==> src/rtl/ifc_chan_arbiter.sv <==
// Round-robin arbiter and frame sequencer sharing the 16-bit IFC uplink among four channels.
// Emits a header word then FRAME_LEN payload words per granted frame, with stall timeout abort.
module ifc_chan_arbiter #(
    parameter int unsigned FRAME_LEN = 3,
    parameter int unsigned TIMEOUT   = 255,
    localparam int unsigned NCH      = 4,
    localparam int unsigned DW       = 16
) (
    input  logic              clk,
    input  logic              rst_n,
    input  logic [NCH-1:0]    req,
    input  logic [NCH*DW-1:0] src_data,
    output logic [NCH-1:0]    src_rd,
    output logic              out_valid,
    input  logic              out_ready,
    output logic [DW-1:0]     out_data,
    output logic              out_last,
    output logic [1:0]        out_ch,
    output logic [NCH-1:0]    grant,
    output logic              busy,
    output logic              timeout_err
);

    localparam int unsigned CW = 8;
    localparam int unsigned SW = 16;

    typedef enum logic [1:0] {IDLE, HDR, DATA, GAP} state_t;

    state_t           state, state_d;
    logic [1:0]       last_grant, last_grant_d;
    logic [1:0]       out_ch_d;
    logic [NCH-1:0]   grant_d;
    logic [CW-1:0]    cnt, cnt_d;
    logic [SW-1:0]    stall_cnt, stall_cnt_d;
    logic             timeout_d;
    logic             active;
    logic             abort;
    logic             xfer;
    logic [1:0]       cand;
    logic [1:0]       sel;
    logic             sel_ok;

    // Round-robin search starting just after the last served channel
    always_comb begin
        cand   = '0;
        sel    = '0;
        sel_ok = 1'b0;
        for (int i = 1; i <= 4; i++) begin
            cand = last_grant + 2'(i);
            if (!sel_ok && req[cand]) begin
                sel    = cand;
                sel_ok = 1'b1;
            end
        end
    end

    assign active = (state == HDR) || (state == DATA);
    // Abort wins over a late handshake in the cycle the stall limit is reached
    assign abort  = active && (stall_cnt == SW'(TIMEOUT));
    assign xfer   = active && out_ready && !abort;

    // Next-state, datapath and stream outputs
    always_comb begin
        state_d      = state;
        grant_d      = grant;
        out_ch_d     = out_ch;
        last_grant_d = last_grant;
        cnt_d        = cnt;
        stall_cnt_d  = stall_cnt;
        timeout_d    = 1'b0;
        out_valid    = 1'b0;
        out_data     = '0;
        out_last     = 1'b0;
        src_rd       = '0;
        busy         = (state != IDLE);

        if (active) begin
            if (xfer) begin
                stall_cnt_d = '0;
            end else if (!out_ready) begin
                stall_cnt_d = stall_cnt + SW'(1);
            end
            timeout_d = !out_ready && !abort && (stall_cnt == SW'(TIMEOUT - 1));
        end

        case (state)
            IDLE: begin
                if (sel_ok) begin
                    grant_d     = NCH'(1) << sel;
                    out_ch_d    = sel;
                    stall_cnt_d = '0;
                    state_d     = HDR;
                end
            end
            HDR: begin
                out_valid = 1'b1;
                out_data  = {4'hA, 2'b00, out_ch, CW'(FRAME_LEN)};
                if (abort) begin
                    stall_cnt_d = '0;
                    state_d     = GAP;
                end else if (xfer) begin
                    cnt_d   = '0;
                    state_d = DATA;
                end
            end
            DATA: begin
                out_valid = 1'b1;
                out_data  = src_data[{out_ch, 4'b0000} +: DW];
                out_last  = (cnt == CW'(FRAME_LEN - 1));
                if (abort) begin
                    stall_cnt_d = '0;
                    state_d     = GAP;
                end else if (xfer) begin
                    src_rd[out_ch] = 1'b1;
                    cnt_d          = cnt + CW'(1);
                    if (out_last) begin
                        state_d = GAP;
                    end
                end
            end
            GAP: begin
                last_grant_d = out_ch;
                grant_d      = '0;
                state_d      = IDLE;
            end
            default: state_d = IDLE;
        endcase
    end

    // State and datapath registers; last_grant resets to 3 so ch0 wins first
    always_ff @(posedge clk or negedge rst_n) begin
        if (!rst_n) begin
            state       <= IDLE;
            grant       <= '0;
            out_ch      <= '0;
            last_grant  <= 2'd3;
            cnt         <= '0;
            stall_cnt   <= '0;
            timeout_err <= 1'b0;
        end else begin
            state       <= state_d;
            grant       <= grant_d;
            out_ch      <= out_ch_d;
            last_grant  <= last_grant_d;
            cnt         <= cnt_d;
            stall_cnt   <= stall_cnt_d;
            timeout_err <= timeout_d;
        end
    end

endmodule

==> config.mk <==
export PLATFORM = sky130hd
export DESIGN_NAME = ifc_chan_arbiter
export DESIGN_NICKNAME = d
export VERILOG_FILES = /design/src/rtl/ifc_chan_arbiter.sv
export SDC_FILE = /design/constraint.sdc
export NUM_CORES = 1
export LEC_CHECK = 0
export CORE_ASPECT_RATIO = 0.6
export CORE_MARGIN = 2
export CORE_UTILIZATION = 41
export DETAILED_ROUTE_END_ITERATION = 7
export GPL_TIMING_DRIVEN = 0
export PLACE_DENSITY = 0.82
export SYNTH_ARGS = -nofsm -noshare
export SYNTH_HDL_FRONTEND = slang
export SYNTH_SLANG_ARGS = --single-unit
==> constraint.sdc <==
create_clock -name clk -period 2 [get_ports clk]
set_input_delay 0.4 -clock clk [delete_from_list [all_inputs] [get_ports clk]]
set_output_delay 0.4 -clock clk [all_outputs]
set_load 0.02 [all_outputs]
; Word-level counts from Yosys, hierarchy flattened
; Index checks and enable logic that the tools add are counted.
[classes]
mux = 45
shifts = 2
n_bitwise = 0
magnitude_cmp = 6
div_mod_pow = 0
add_sub_neg = 5
eq_ne = 14
multipliers = 0
reduce_logical = 24
[ops]
columns = cell, count
row1 = $mux 16, 5
row2 = $pmux 16 s2, 2
row3 = $shiftx 64x7->16, 1
row4 = $eq 16x8->1 const B, 2
row5 = $mux 8, 4
row6 = $mux 2, 10
row7 = $add 16x1->16 const B, 1
row8 = $mux 4, 4
row9 = $pmux 8 s2, 1
row10 = $lt 2x3->1 const B, 5
row11 = $mux 1, 12
row12 = $ne 2x2->1 const B, 5
row13 = $logic_and 1x1->1, 9
row14 = $add 8x1->8 const B, 1
row15 = $bmux 1 s2, 4
row16 = $eq 8x2->1 const B, 1
row17 = $pmux 2 s4, 1
row18 = $pmux 4 s2, 1
row19 = $ne 3x3->1 const B, 2
row20 = $reduce_bool 2->1, 3
row21 = $logic_not 1->1, 5
row22 = $reduce_and 5->1, 1
row23 = $add 2x2->2 const B, 2
row24 = $eq 2x2->1 const B, 2
row25 = other kinds (11), 12
[totals]
input_bits = 71
romBits = 0
reg_bits = 35
ram_bits = 0
output_inout_bits = 30
word_cells = 103
latchBits = 0
n_memories = 0

; Logic depth before layout (Yosys ltp)
[logic_depth]
ltp_word = 16
depth_mapped = 8
mapped_depth_nobuf = 7

; Least setup slack after synthesis
; No wires, ideal clock.
[synth_path]
path_type = flip-flop to output port
startpoint = register stall_cnt[0]
endpoint = output src_rd[2]
path_buffers = 1
path_stages_with_launch = 8
arrival_ps = 2093
required_ps = 1600
slack_ps = -493
cell_sequence = dfrtp_1 > ha_1 > and4_1 > and4_1 > buf_2 > nor2_4 > nand2_1 > nor3b_1
[synth_via]
elab_chain_len = 7
[synth_lines]
columns = element, line
row1 = from (decl), 34  ; logic [SW-1:0] stall_cnt, stall_cnt_d;
row2 = from (signal assigned), 146  ; stall_cnt <= stall_cnt_d;
row3 = $eq 16x8->1 *, 59  ; assign abort = active && (stall_cnt == SW'(TIMEOUT));
row4 = $logic_and 1x1->1 *, 59
row5 = $logic_not 1->1, 60  ; assign xfer = active && out_ready && !abort;
row6 = $logic_and 1x1->1, 60
row7 = $mux 4, 113  ; end else if (xfer) begin
row8 = $mux 4 *, 110  ; if (abort) begin
row9 = $mux 4 *, 86  ; case (state)
row10 = to (decl), 13  ; output logic [NCH-1:0] src_rd,
; Every way passes the cells marked *; elsewhere a longest branch is shown, timed or not.

; Worst setup path after layout
[layout_path]
startpoint = register state[0]
endpoint = output src_rd[2]
[layout_via]
elab_chain_len = 8
word_cells_on_any_way = 10
cone_classes = 2 x eq/ne / 3 x mux / 5 x reduce/logical
[layout_lines]
columns = element, line
row1 = from (decl), 29  ; state_t state, state_d;
row2 = from (signal assigned), 141  ; state <= state_d;
row3 = $eq 2x1->1 or $eq 2x2->1 (tied branches), "57, 86"
row4 = $logic_or 1x1->1, 57  ; assign active = (state == HDR) || (state == DATA);
row5 = $logic_and 1x1->1, 59
row6 = $logic_not 1->1, 60
row7 = $logic_and 1x1->1, 60
row8 = $mux 4, 113
row9 = $mux 4, 110
row10 = $mux 4 *, 86
; Marks and branches as above.

==> reports/metrics.cfg <==
[yosys]
synth_top_cell_by_area = dfrtp_1
syn-num-nets = 354
synth-compound-area-share = 0.1506
synth_top_area_share = 0.3040
synthAdderAreaFrac = 0.03685
ys_ff_latch = 35
synth_top_family_by_area = simple AND/OR/NAND/NOR gates
synthMuxAreaShare = 0.1557
synth_xor_area_frac = 0.02579
synth_edf_count = 0
yosysWarnings = 0
async_flop_share = 1.000
ys.flop_type = dfrtp_1
syn_avg_cell_area_um2 = 9.878
syn_inst = 275
synthTopCellsByArea = dfrtp_1 30%, mux4_2 13%, ha_1 3.7%
synth_cell_types = 51
syn_area_um2 = 2716
seq_area_frac_synth = 0.3234
yosys.area_share.simple = 0.2741

[power]
p_comb_frac = 0.733
vdd_drop_max_v = 0.0007453
power_leakage_uw = 0.001917
p_seq_frac = 0.174
p_sw_frac = 0.4406
p_sw_uw = 2609
total_power_uw = 5921
cellPowerDensity_nw_per_um2 = 1318
intPower_uw = 3312
pwr-share-clk = 0.093

[timing]
fin_crit_ns = 2.388
setup_viol = 25
fin_skew_ns = 0.004773
final_max_slew_viol_count = 0
fmax_ghz = 0.4188
fin_ws_ns = -0.3880
slew_headroom = 0.4731
rsz0062_at_grt = yes
worst_slew_pin_slew_ns = 0.7904
post-route-period-util = 1.194
finalSetupTns_ns = -6.378
hold_viol_final = 0

[final_layout]
nets = 505
multi_input_area_um2 = 1884
final_cell_mix = 75 x clkdlybuf4s50_1, 39 x buf_4, 30 x dfrtp_1, 25 x buf_6, 23 x nand2_1
drive_gt1_frac = 0.3427
fillers = 391
fin_area_um2 = 4493
seq_area_um2 = 882.1
antenna_cells = 0
layout_commonest_cell = clkdlybuf4s50_1
syn2layout_area_growth_pct = 65.41

[clocking]
cts_tree = built
root_buffer = clkbuf_8
cts.path.max_buffers = 2
clk_latency_ns = 0.31
cts.clk_slew.worst_paths_ns = 0.07
htreeDepth = 2
cts_buffers = 5
numClockSinks = 35

[global_route]
antenna_found_initial = 0
track_usage = 0.2620
grt_pass1_wl_um = 14400
grt.overflow.total = 0
grt_max_degree = 36
grt_pass1_vias = 2836

[drt]
drt_pass1_iterations = 5
wl_per_cell_um = 19.97
vias_per_cell = 5.896
route.final.wire_length_um = 10190
ant_nets = 0
drc = 0
drt-initial-drc-count = 191
via_count = 3007

[critical_path]
cpPeakStageDelay_ns = 0.39
cp.arrival_ns = 1.99
crit_buf_inv = 4
start_kind = flip-flop
critPathMaxFanout = 6
cp_slowest_cell = dfrtp_1
r2r-end = stall_cnt[14]
critical_path.top_delay_family = simple AND/OR/NAND/NOR gates
cp.required_ns = 1.60
worstSetupPathDepth = 9
reg2reg_slack_ns = -0.08
end_kind = output pin
r2r_cells = 9
critPathKind = flip-flop to output pin
cp_cell_sequence = inv_2, ha_4, buf_8, nand2_8, nor2_4, buf_6, nand2_8, nor3b_4, buf_6
r2r-start = state[0]

[min_path]
hold_class = input port to async pin

[placed_design]
gp_congestion = 0.8195
hpwl_um = 6369
place_area_um2 = 3884
portBuffers = 99

[status]
violations = negative setup slack
outcome = finished, violations left

[die]
core-area_um2 = 6248
pin_count = 101
die_h_um = 67.05
die-area_um2 = 7314
floorplan.initialDensity = 0.4347
die_width_um = 109.1
row_count = 22

[flow_run]
maxCapViolCount = 0

power by group through the flow:
stage	clock network (uW)	registers (uW)	logic, uW
after floorplan	0	1070	2050
after global placement	0	1040	3080
after detailed placement	0	1050	3140
after CTS	540	1020	3880
after global routing	598	1040	4580
final	552	1030	4340
synth_stat cells, types with 3 or more instances:
cell type	count
mux4_2	16
buf_2	4
a32o_1	3
nand2b_1	6
xnor2_1	3
nor4_4	4
o21ai_0	20
xor2_1	5
ha_1	8
a21oi_1	8
dfrtp_1	33
inv_1	7
mux2i_1	4
nor3_1	7
and4_1	4
a21o_1	5
and3_1	3
o31ai_1	7
clkbuf_1	7
nand3_1	19
nor2_1	16
nand4_1	6
nor3b_1	3
nand2_1	26
and2_1	14
nor2b_1	7
metrics by stage:
step	std cells	hold WS (ns)	util	setup slack (ns)
final	510	0.1731	0.7191	-0.3880
after detailed placement	458	0.4783	0.6215	-0.7977
after floorplan	275	0.1044	-	-0.08166
after global routing	510	0.2331	0.7191	-0.4514
after CTS	494	0.2143	0.6946	-0.4024
after global placement	458	0.4755	0.6223	-0.7246
flip-flops by register name, indices dropped and copies added, names as in the netlist:
name         cells
grant            4
out_ch           2
state            2
cnt              8
stall_cnt       16
last_grant       2
timeout_err      1
worst register-to-register path, cell delays in order (launching register included):
cell	delay, ns
dfrtp_1	0.39
inv_2	0.08
ha_4	0.28
buf_4	0.10
buf_4	0.10
nor2b_1	0.38
and4_1	0.32
nand4_1	0.12
xor2_1	0.14
nor2_1	0.05
worst max path at each step:
| stage | endpoint | from | slack, ns |
|---|---|---|---|
| floorplan | src_rd[1] | stall_cnt[1] | -0.08 |
| global placement | src_rd[1] | state[0] | -0.72 |
| detailed placement | out_data[5] | state[0] | -0.80 |
| CTS | src_rd[1] | stall_cnt[0] | -0.40 |
| global route | src_rd[2] | state[0] | -0.45 |
| finish | src_rd[2] | state[0] | -0.39 |
final cells by class:
| class | instances | area share |
|---|---|---|
| multi-input cells | 220 | 0.4194 |
| inverters | 7 | 0.005848 |
| flip-flops and latches | 35 | 0.1963 |
| clock buffers | 6 | 0.01838 |
| well taps | 84 | 0.02339 |
| clock inverters | 1 | 0.001114 |
| plain buffers | 11 | 0.02423 |
| repair buffers | 146 | 0.3113 |
kinds of logic (layout without fill, tap and decap cells):
group	Yosys count	in the layout
AND/OR/NAND/NOR	123	123
flip-flops	35	35
adder cells (fa/ha/maj)	8	8
multiplexers	22	22
AO/OA/AOI/OAI	59	59
buffers and inverters	20	171
XOR/XNOR	8	8
layer usage:
metal / wire length [um] / track usage / vias to the layer above
met3: 799 / 0.05284 / 27
li1: - / - / 1336
met5: 0 / 0 / -
met2: 4898 / 0.3975 / 157
met4: 261 / 0.08814 / 0
met1: 4226 / 0.3718 / 1487
timing repair:
action	CTS	global route
pin swaps	17	16
resized for setup	152	22
setup endpoints to repair	36	33
hold buffers	0	0
cloned	1	0
setup buffers	28	19
Power figures use the tool's default switching activity.
